[config.mk]
export PLATFORM = sky130hd
export DESIGN_NAME = mul_seq_32
export DESIGN_NICKNAME = d
export VERILOG_FILES = /design/src/rtl/mul_seq_pkg.sv /design/src/rtl/mul_seq_dp.sv /design/src/rtl/mul_seq_32.sv
export SDC_FILE = /design/constraint.sdc
export NUM_CORES = 1
export LEC_CHECK = 0
export ABC_AREA = 0
export CORE_MARGIN = 5
export CORE_UTILIZATION = 45
export DETAILED_ROUTE_END_ITERATION = 10
export PLACE_DENSITY = 0.72
export SYNTH_ARGS = -nofsm -noshare
export SYNTH_HDL_FRONTEND = slang
export SYNTH_SLANG_ARGS = --single-unit
[constraint.sdc]
create_clock -name i_clk -period 2.86 [get_ports i_clk]
set_input_delay 0.572 -clock i_clk [delete_from_list [all_inputs] [get_ports i_clk]]
set_output_delay 0.572 -clock i_clk [all_outputs]
set_load 0.02 [all_outputs]
[src/rtl/mul_seq_pkg.sv]
// Shared types and default sizing for the sequential 32x32 multiplier.
package mul_seq_pkg;

  localparam int WIDTH_DEF = 32;
  localparam int CNT_W_DEF = 5;

  typedef enum logic [1:0] {
    S_IDLE = 2'd0,
    S_RUN  = 2'd1,
    S_DONE = 2'd2
  } state_e;

endpackage

[src/rtl/mul_seq_dp.sv]
// Shift-and-add datapath: multiplicand, partial high word and shifting multiplier,
// with one WIDTH-bit adder whose carry-out is kept in the shift.
module mul_seq_dp
  import mul_seq_pkg::*;
#(
  parameter int WIDTH = WIDTH_DEF
) (
  input  logic             i_clk,
  input  logic             i_rst,
  input  logic             i_load,
  input  logic             i_step,
  input  logic             i_cap,
  input  logic [WIDTH-1:0] i_a,
  input  logic [WIDTH-1:0] i_b,
  output logic [WIDTH-1:0] o_nxt_acc,
  output logic [WIDTH-1:0] o_nxt_mq
);

  logic [WIDTH-1:0] r_mcand;
  logic [WIDTH-1:0] r_acc;
  logic [WIDTH-1:0] r_mq;
  logic [WIDTH:0]   w_addend;
  logic [WIDTH:0]   w_sum;

  assign w_addend  = r_mq[0] ? {1'b0, r_mcand} : '0;
  assign w_sum     = {1'b0, r_acc} + w_addend;
  // carry-out lands in the top of acc; sum LSB shifts into the product low word
  assign o_nxt_acc = w_sum[WIDTH:1];
  assign o_nxt_mq  = {w_sum[0], r_mq[WIDTH-1:1]};

  // i_cap parks the datapath at zero when an operation is abandoned
  always_ff @(posedge i_clk) begin
    if (i_rst || i_cap) begin
      r_mcand <= '0;
      r_acc   <= '0;
      r_mq    <= '0;
    end else if (i_load) begin
      r_mcand <= i_a;
      r_acc   <= '0;
      r_mq    <= i_b;
    end else if (i_step) begin
      r_acc   <= o_nxt_acc;
      r_mq    <= o_nxt_mq;
    end
  end

endmodule

[src/rtl/mul_seq_32.sv]
// Sequencer for the iterative multiplier: start/busy/done handshake, flush abort,
// iteration counter and the held product registers.
//
// state  | meaning
// S_IDLE | waiting for start; product outputs hold the last result
// S_RUN  | one add/shift step per cycle, 32 cycles
// S_DONE | done pulse; new product visible
module mul_seq_32
  import mul_seq_pkg::*;
#(
  parameter int WIDTH = WIDTH_DEF,
  parameter int CNT_W = CNT_W_DEF
) (
  input  logic             i_clk,
  input  logic             i_rst,
  input  logic             i_start,
  input  logic             i_flush,
  input  logic [WIDTH-1:0] i_a,
  input  logic [WIDTH-1:0] i_b,
  output logic             o_busy,
  output logic             o_done,
  output logic [WIDTH-1:0] o_prod_hi,
  output logic [WIDTH-1:0] o_prod_lo
);

  state_e           r_state;
  logic [CNT_W-1:0] r_cnt;
  logic             r_busy;
  logic             r_done;
  logic [WIDTH-1:0] r_prod_hi;
  logic [WIDTH-1:0] r_prod_lo;

  logic             w_load;
  logic             w_step;
  logic             w_cap;
  logic             w_last;
  logic [WIDTH-1:0] w_nxt_acc;
  logic [WIDTH-1:0] w_nxt_mq;

  assign w_load = (r_state == S_IDLE) && i_start && !i_flush;
  assign w_step = (r_state == S_RUN) && !i_flush;
  assign w_cap  = i_flush;
  assign w_last = (r_cnt == CNT_W'(WIDTH - 1));

  mul_seq_dp #(
    .WIDTH (WIDTH)
  ) u_dp (
    .i_clk     (i_clk),
    .i_rst     (i_rst),
    .i_load    (w_load),
    .i_step    (w_step),
    .i_cap     (w_cap),
    .i_a       (i_a),
    .i_b       (i_b),
    .o_nxt_acc (w_nxt_acc),
    .o_nxt_mq  (w_nxt_mq)
  );

  always_ff @(posedge i_clk) begin
    if (i_rst) begin
      r_state   <= S_IDLE;
      r_cnt     <= '0;
      r_busy    <= 1'b0;
      r_done    <= 1'b0;
      r_prod_hi <= '0;
      r_prod_lo <= '0;
    end else begin
      case (r_state)
        S_IDLE: begin
          r_done <= 1'b0;
          if (w_load) begin
            r_state <= S_RUN;
            r_cnt   <= '0;
            r_busy  <= 1'b1;
          end
        end
        S_RUN: begin
          if (i_flush) begin
            r_state <= S_IDLE;
            r_busy  <= 1'b0;
            r_cnt   <= '0;
          end else begin
            r_cnt <= r_cnt + 1'b1;
            if (w_last) begin
              r_state   <= S_DONE;
              r_done    <= 1'b1;
              r_prod_hi <= w_nxt_acc;
              r_prod_lo <= w_nxt_mq;
            end
          end
        end
        S_DONE: begin
          // flush here changes nothing extra: the pulse was already issued
          r_state <= S_IDLE;
          r_done  <= 1'b0;
          r_busy  <= 1'b0;
        end
        default: begin
          r_state <= S_IDLE;
          r_done  <= 1'b0;
          r_busy  <= 1'b0;
        end
      endcase
    end
  end

  assign o_busy    = r_busy;
  assign o_done    = r_done;
  assign o_prod_hi = r_prod_hi;
  assign o_prod_lo = r_prod_lo;

endmodule

# Word-level counts from Yosys, hierarchy flattened
# Cells that the tools add are included.
dict set report word_totals {
  register_bits 169
  input_bits 68
  out_inout_bits 66
  wordCells 46
}
dict set report classes {
  addsub 2
  eq_ne 5
  muxes 13
  n_bitwise 2
  n_reduce_logical 15
}
# op n
set op_table {}
lappend op_table {{two-way mux 32 bit} 3}
lappend op_table {{adder 32 x 33 -> 33 bit} 1}
lappend op_table {{two-way mux 5 bit} 2}
lappend op_table {{one-hot mux 5 bit (2 select lines)} 1}
lappend op_table {{AND reduction 2 bit} 4}
lappend op_table {{two-way mux 2 bit} 3}
lappend op_table {{adder 5 x 1 -> 5 bit, second input constant} 1}
lappend op_table {{== test 5 bit, second input constant} 1}
lappend op_table {{one-hot mux 2 bit (2 select lines)} 1}
lappend op_table {{nonzero test 2 bit} 2}
lappend op_table {{OR reduction 2 bit} 2}
lappend op_table {{logical AND 1 bit} 3}
lappend op_table {{!= test 3 bit, second input constant} 1}
lappend op_table {{AND reduction 3 bit} 1}
lappend op_table {{== test 2 x 1 -> 1 bit, second input constant} 1}
lappend op_table {{zero test 2 bit} 1}
lappend op_table {{two-way mux 1 bit} 2}
lappend op_table {{!= test 2 x 1 -> 1 bit, second input constant} 1}
lappend op_table {{!= test 2 bit, second input constant} 1}
lappend op_table {{inverter 1 bit} 2}
lappend op_table {{one-hot mux 1 bit (2 select lines)} 1}
lappend op_table {{zero test 1 bit} 1}
lappend op_table {{logical OR 1 bit} 1}

# Longest topological paths before layout
dict set report depth {
  depth_word 5
  mapped_depth 12
  mapped_depth_nobuf 11
}

# By module
# A second synthesis with hierarchy kept.
dict set report hier_totals {
  cells_unflattened 1060
  area_unflattened_um2 8662.1
}
# module n_inst cells_per_inst area_per_inst_um2 seq_area_each_um2
set by_module_without_submodules {}
lappend by_module_without_submodules {mul_seq_dp 1 740 6034.5 1921.8}
lappend by_module_without_submodules {mul_seq_32 1 320 2627.5 1461.4}

# Worst setup path after synthesis
# Ideal clock, no wire load.
dict set report synth_path {
  path_type {register to register}
  start {register u_dp.r_mq[0]}
  end {register u_dp.r_acc[21]}
  setup_time_ns 0.070
  t_arrival_ns 2.644
  t_required_ns 2.790
  slack_ns 0.146
  path_stages_with_launch 12
  path_buffers 1
  synth_period_minus_slack_ns 2.714
  cell_sequence {dfxtp_1 clkbuf_1 and2_1 fa_1 a21o_1 a221oi_4 a31oi_4 a31o_1 a41o_1 xor2_1 nand2_1 a21oi_1}
}
dict set report synth_between {
  elab_chain_len 2
}
# element line
set synth_lines {}
lappend synth_lines {{start: declaration} mul_seq_dp.sv:21} ;# logic [WIDTH-1:0] r_mq;
lappend synth_lines {{start signal: assignment} mul_seq_dp.sv:40} ;# r_mq <= i_b;
lappend synth_lines {{start signal: assignment} mul_seq_dp.sv:43} ;# r_mq <= o_nxt_mq;
lappend synth_lines {{two-way mux 32 bit} mul_seq_dp.sv:25} ;# assign w_addend = r_mq[0] ? {1'b0, r_mcand} : '0;
lappend synth_lines {{adder 32 x 33 -> 33 bit} mul_seq_dp.sv:26} ;# assign w_sum = {1'b0, r_acc} + w_addend;
lappend synth_lines {{end signal: assignment} mul_seq_dp.sv:42} ;# r_acc <= o_nxt_acc;
lappend synth_lines {{end: declaration} mul_seq_dp.sv:20} ;# logic [WIDTH-1:0] r_acc;
# No other way between the ends.
# A chain may end at the register's enable or synchronous reset.

# Final worst setup path
dict set report layout_path {
  start {register u_dp.r_mq[0]}
  end {register r_prod_hi[28], in the netlist o_prod_hi[28]}
}
dict set report layout_between {
  elab_chain_len 2
}
# element line
set layout_lines {}
lappend layout_lines {{two-way mux 32 bit} mul_seq_dp.sv:25}
lappend layout_lines {{adder 32 x 33 -> 33 bit} mul_seq_dp.sv:26}
lappend layout_lines {{end signal: assignment} mul_seq_32.sv:87} ;# r_prod_hi <= w_nxt_acc;
lappend layout_lines {{end: declaration} mul_seq_32.sv:30} ;# logic [WIDTH-1:0] r_prod_hi;
# No other way between the ends.

==> impl_metrics.json <==
{
  "status": "finished, final reports clean",
  "first_pass_iters": 5,
  "grt_use_total_pct": 21.3,
  "p_int_mw": 3.65,
  "slew_violations": 0,
  "detail-route-antenna-nets": 0,
  "slew-limit-headroom_pct": 23.7,
  "vias_per_cell": 5.45,
  "avgSynthCellArea_um2": 7.82,
  "yosys_register_bits": 169,
  "tightest_slew_ps": 1140,
  "required_ps": 3170,
  "rsz0062_at_grt": "yes",
  "die_w_um": 144,
  "setup_slack_ps": 84.4,
  "async_reset_ff_share_pct": 0,
  "cts_buffer_depth": 2,
  "clock_latency_ps": 440,
  "postRouteWirelength_mm": 22.0,
  "synth_edf_count": 0,
  "cp.arrival_ps": 3080,
  "fin_crit_ps": 2780,
  "fmax_mhz": 360,
  "placement.io_buffers": 133,
  "drt_iter0_markers": 553,
  "hold_buffers": 0,
  "nNetsFinal": 1244,
  "final_hold_viol_count": 0,
  "synth_top_cell_by_area": "dfxtp_1",
  "pwr-share-clk_pct": 45.1,
  "n_antenna_cell": 0,
  "h-tree-depth": 4,
  "total_power_mw": 4.88,
  "routedWlPerCell_um": 16.0,
  "start_kind": "flop",
  "post-route-period-util_pct": 97.0,
  "synth_area_leaders": "dfxtp_1 (42%), nand2_1 (13%), a21oi_1 (12%)",
  "pwr-share-comb_pct": 5.9,
  "layout-drive-gt1-share_pct": 8.06,
  "ys_types": 58,
  "cts.sinks": 169,
  "ir_drop_uv": 434,
  "synth_top_area_share_pct": 42.1,
  "ios": 134,
  "cp-end-kind": "flop",
  "cts_made_buffers": 17,
  "p_switching_mw": 1.23,
  "via_count": 7514,
  "grt_pass1_vias": 7147,
  "holdWs_ps": 452,
  "synth_ff_type": "dfxtp_1",
  "die_h_um": 144,
  "p_leak_nw": 3.75,
  "tritoncts": "done",
  "synth_common_cells": "nand2_1 (278), a21oi_1 (185), dfxtp_1 (169)",
  "critPathKind": "reg2reg",
  "cts.clk_slew.worst_paths_ps": 70,
  "synth_warnings": 0,
  "yosysMostFrequentCell": "nand2_1",
  "row_count": 48,
  "power.density_nw_per_um2": 476,
  "finClkSkew_ps": 12.7,
  "fillers": 1582,
  "syn-cell-area_um2": 8030,
  "post-route-util_pct": 58.9,
  "routabilityCongestion": 0.902,
  "p_seq_share_pct": 49.1,
  "antenna_found_initial": 0,
  "area_growth_syn_to_layout_pct": 27.8,
  "core_um2": 17400,
  "place_ws_ps": 37.7,
  "syn_inst": 1026,
  "dieArea_um2": 20600,
  "grt_remaining_overflow": 0,
  "hpwlAfterDp_mm": 15.1,
  "start_util_pct": 46.1,
  "cap_violations": 0,
  "sw_frac_of_total_pct": 25.2,
  "grt_max_degree": 67,
  "drc_errors": 0,
  "cp_max_fo": 17,
  "ys_seq_area_share_pct": 42.1,
  "hold_path.class": "reg2reg",
  "grt_first_pass_wirelength_mm": 35.6,
  "root_buffer": "clkbuf_16",
  "syn_nets": 1129,
  "setup_violations": 0
}
-- critical path, cell delays in order (launching register included) --
cell,delay (ps)
dfxtp_1,330
buf_6,160
and2_1,160
ha_1,330
a21o_1,230
a31oi_1,250
a21oi_2,140
o311ai_2,380
a21oi_1,130
or3_1,370
nand3_1,90
a21oi_1,60
-- sequential cells by signal, indices dropped and copies added, names as in the netlist --
register and flops:
o_busy 1, o_done 1, r_state 2, o_prod_lo 32, u_dp.r_mcand 32, u_dp.r_acc 32
r_cnt 5, u_dp.r_mq 32, o_prod_hi 32
-- cell families (layout without fill, tap and decap cells) --
kind of cell / count (synthesis) / in the layout / synth area share [%]
fa+ha+maj: 35 / 35 / 5.55
buf+inv: 76 / 204 / 3.57
flops: 169 / 169 / 42.1
mux: 4 / 4 / 0.514
simple gates: 410 / 410 / 22.0
xor+xnor: 25 / 25 / 2.73
compound gates: 307 / 307 / 23.5
-- area by class of cell --
cell class	count	area (um2)	share of cell area (%)
inverters	6	22.5	0.220
flip-flops and latches	169	3380	33.0
repair buffers	166	1600	15.6
multi-input cells	781	4410	43.0
clock inverters	14	130	1.27
well taps	225	282	2.74
clock buffers	18	429	4.18
-- per-layer routing --
layer	wire length (um)	GRT usage, %	up-vias	share of wire [%]
met4	458	6.19	0	2.1
met3	1290	5.82	36	5.9
met2	10300	34.9	192	47
met1	10000	27.6	3503	45
li1	-	-	3783	-
met5	0	0	-	0
-- final timing paths --
check | start | end | cells after the start | slack, ps
hold reg to reg | u_dp.r_mcand[9] | u_dp.r_mcand[9] | 2 | 450
setup reg to reg | u_dp.r_mq[0] | o_prod_hi[28] | 11 | 80
setup / recovery | u_dp.r_mq[0] | o_prod_hi[28] | 11 | 80
hold / removal | u_dp.r_mcand[9] | u_dp.r_mcand[9] | 2 | 450
-- power by group through the flow --
stage                     Sequential [mW]  Combinational [mW]  Clock [mW]
after detailed placement             2.45               0.286           0
after global placement               2.45               0.284           0
after global routing                 2.40               0.312        2.36
final                                2.40               0.286        2.20
after floorplan                      2.45               0.131           0
after CTS                            2.40               0.287        2.24
-- cell usage in the layout, fill, tap and decap left out, types with 3 or more instances in the layout --
| cell | netlist | routed |
|---|---|---|
| a21oi_2 | 1 | 4 |
| clkdlybuf4s50_1 | 0 | 132 |
| a22oi_1 | 36 | 36 |
| o21a_1 | 4 | 4 |
| o211ai_1 | 4 | 4 |
| inv_1 | 6 | 6 |
| a31oi_1 | 3 | 3 |
| clkbuf_16 | 0 | 17 |
| nand3_1 | 15 | 15 |
| xnor2_1 | 17 | 17 |
| a32oi_1 | 3 | 3 |
| o31ai_1 | 4 | 4 |
| xor2_1 | 8 | 8 |
| or2_2 | 3 | 3 |
| nand2_1 | 278 | 277 |
| nor3_1 | 17 | 16 |
| inv_8 | 0 | 4 |
| o21bai_1 | 3 | 3 |
| inv_6 | 0 | 3 |
| and3_1 | 6 | 6 |
| mux2i_1 | 3 | 3 |
| dfxtp_1 | 169 | 169 |
| a211oi_1 | 7 | 7 |
| a21o_1 | 11 | 11 |
| nor2_1 | 30 | 28 |
| and2_1 | 36 | 35 |
| nand4_1 | 10 | 10 |
| ha_1 | 34 | 33 |
| a21boi_0 | 3 | 3 |
| o21ai_0 | 22 | 21 |
| clkinvlp_4 | 0 | 5 |
| a21oi_1 | 185 | 182 |
| or3_1 | 4 | 4 |
| buf_4 | 0 | 30 |
-- stage by stage --
stage	setup TNS (ps)	cell area, um2	std cells
2_1_floorplan	0	8030	1026
3_3_place_gp	0	9650	1345
3_5_place_dp	0	9650	1345
4_1_cts	0	10200	1377
5_1_grt	-369	10300	1379
6_report	0	10300	1379
-- repair_timing --
item,in CTS,in global routing
buffers inserted,0,2
gates resized for setup,0,9
setup endpoints to repair,0,33
(Power assumes the default switching activity.)
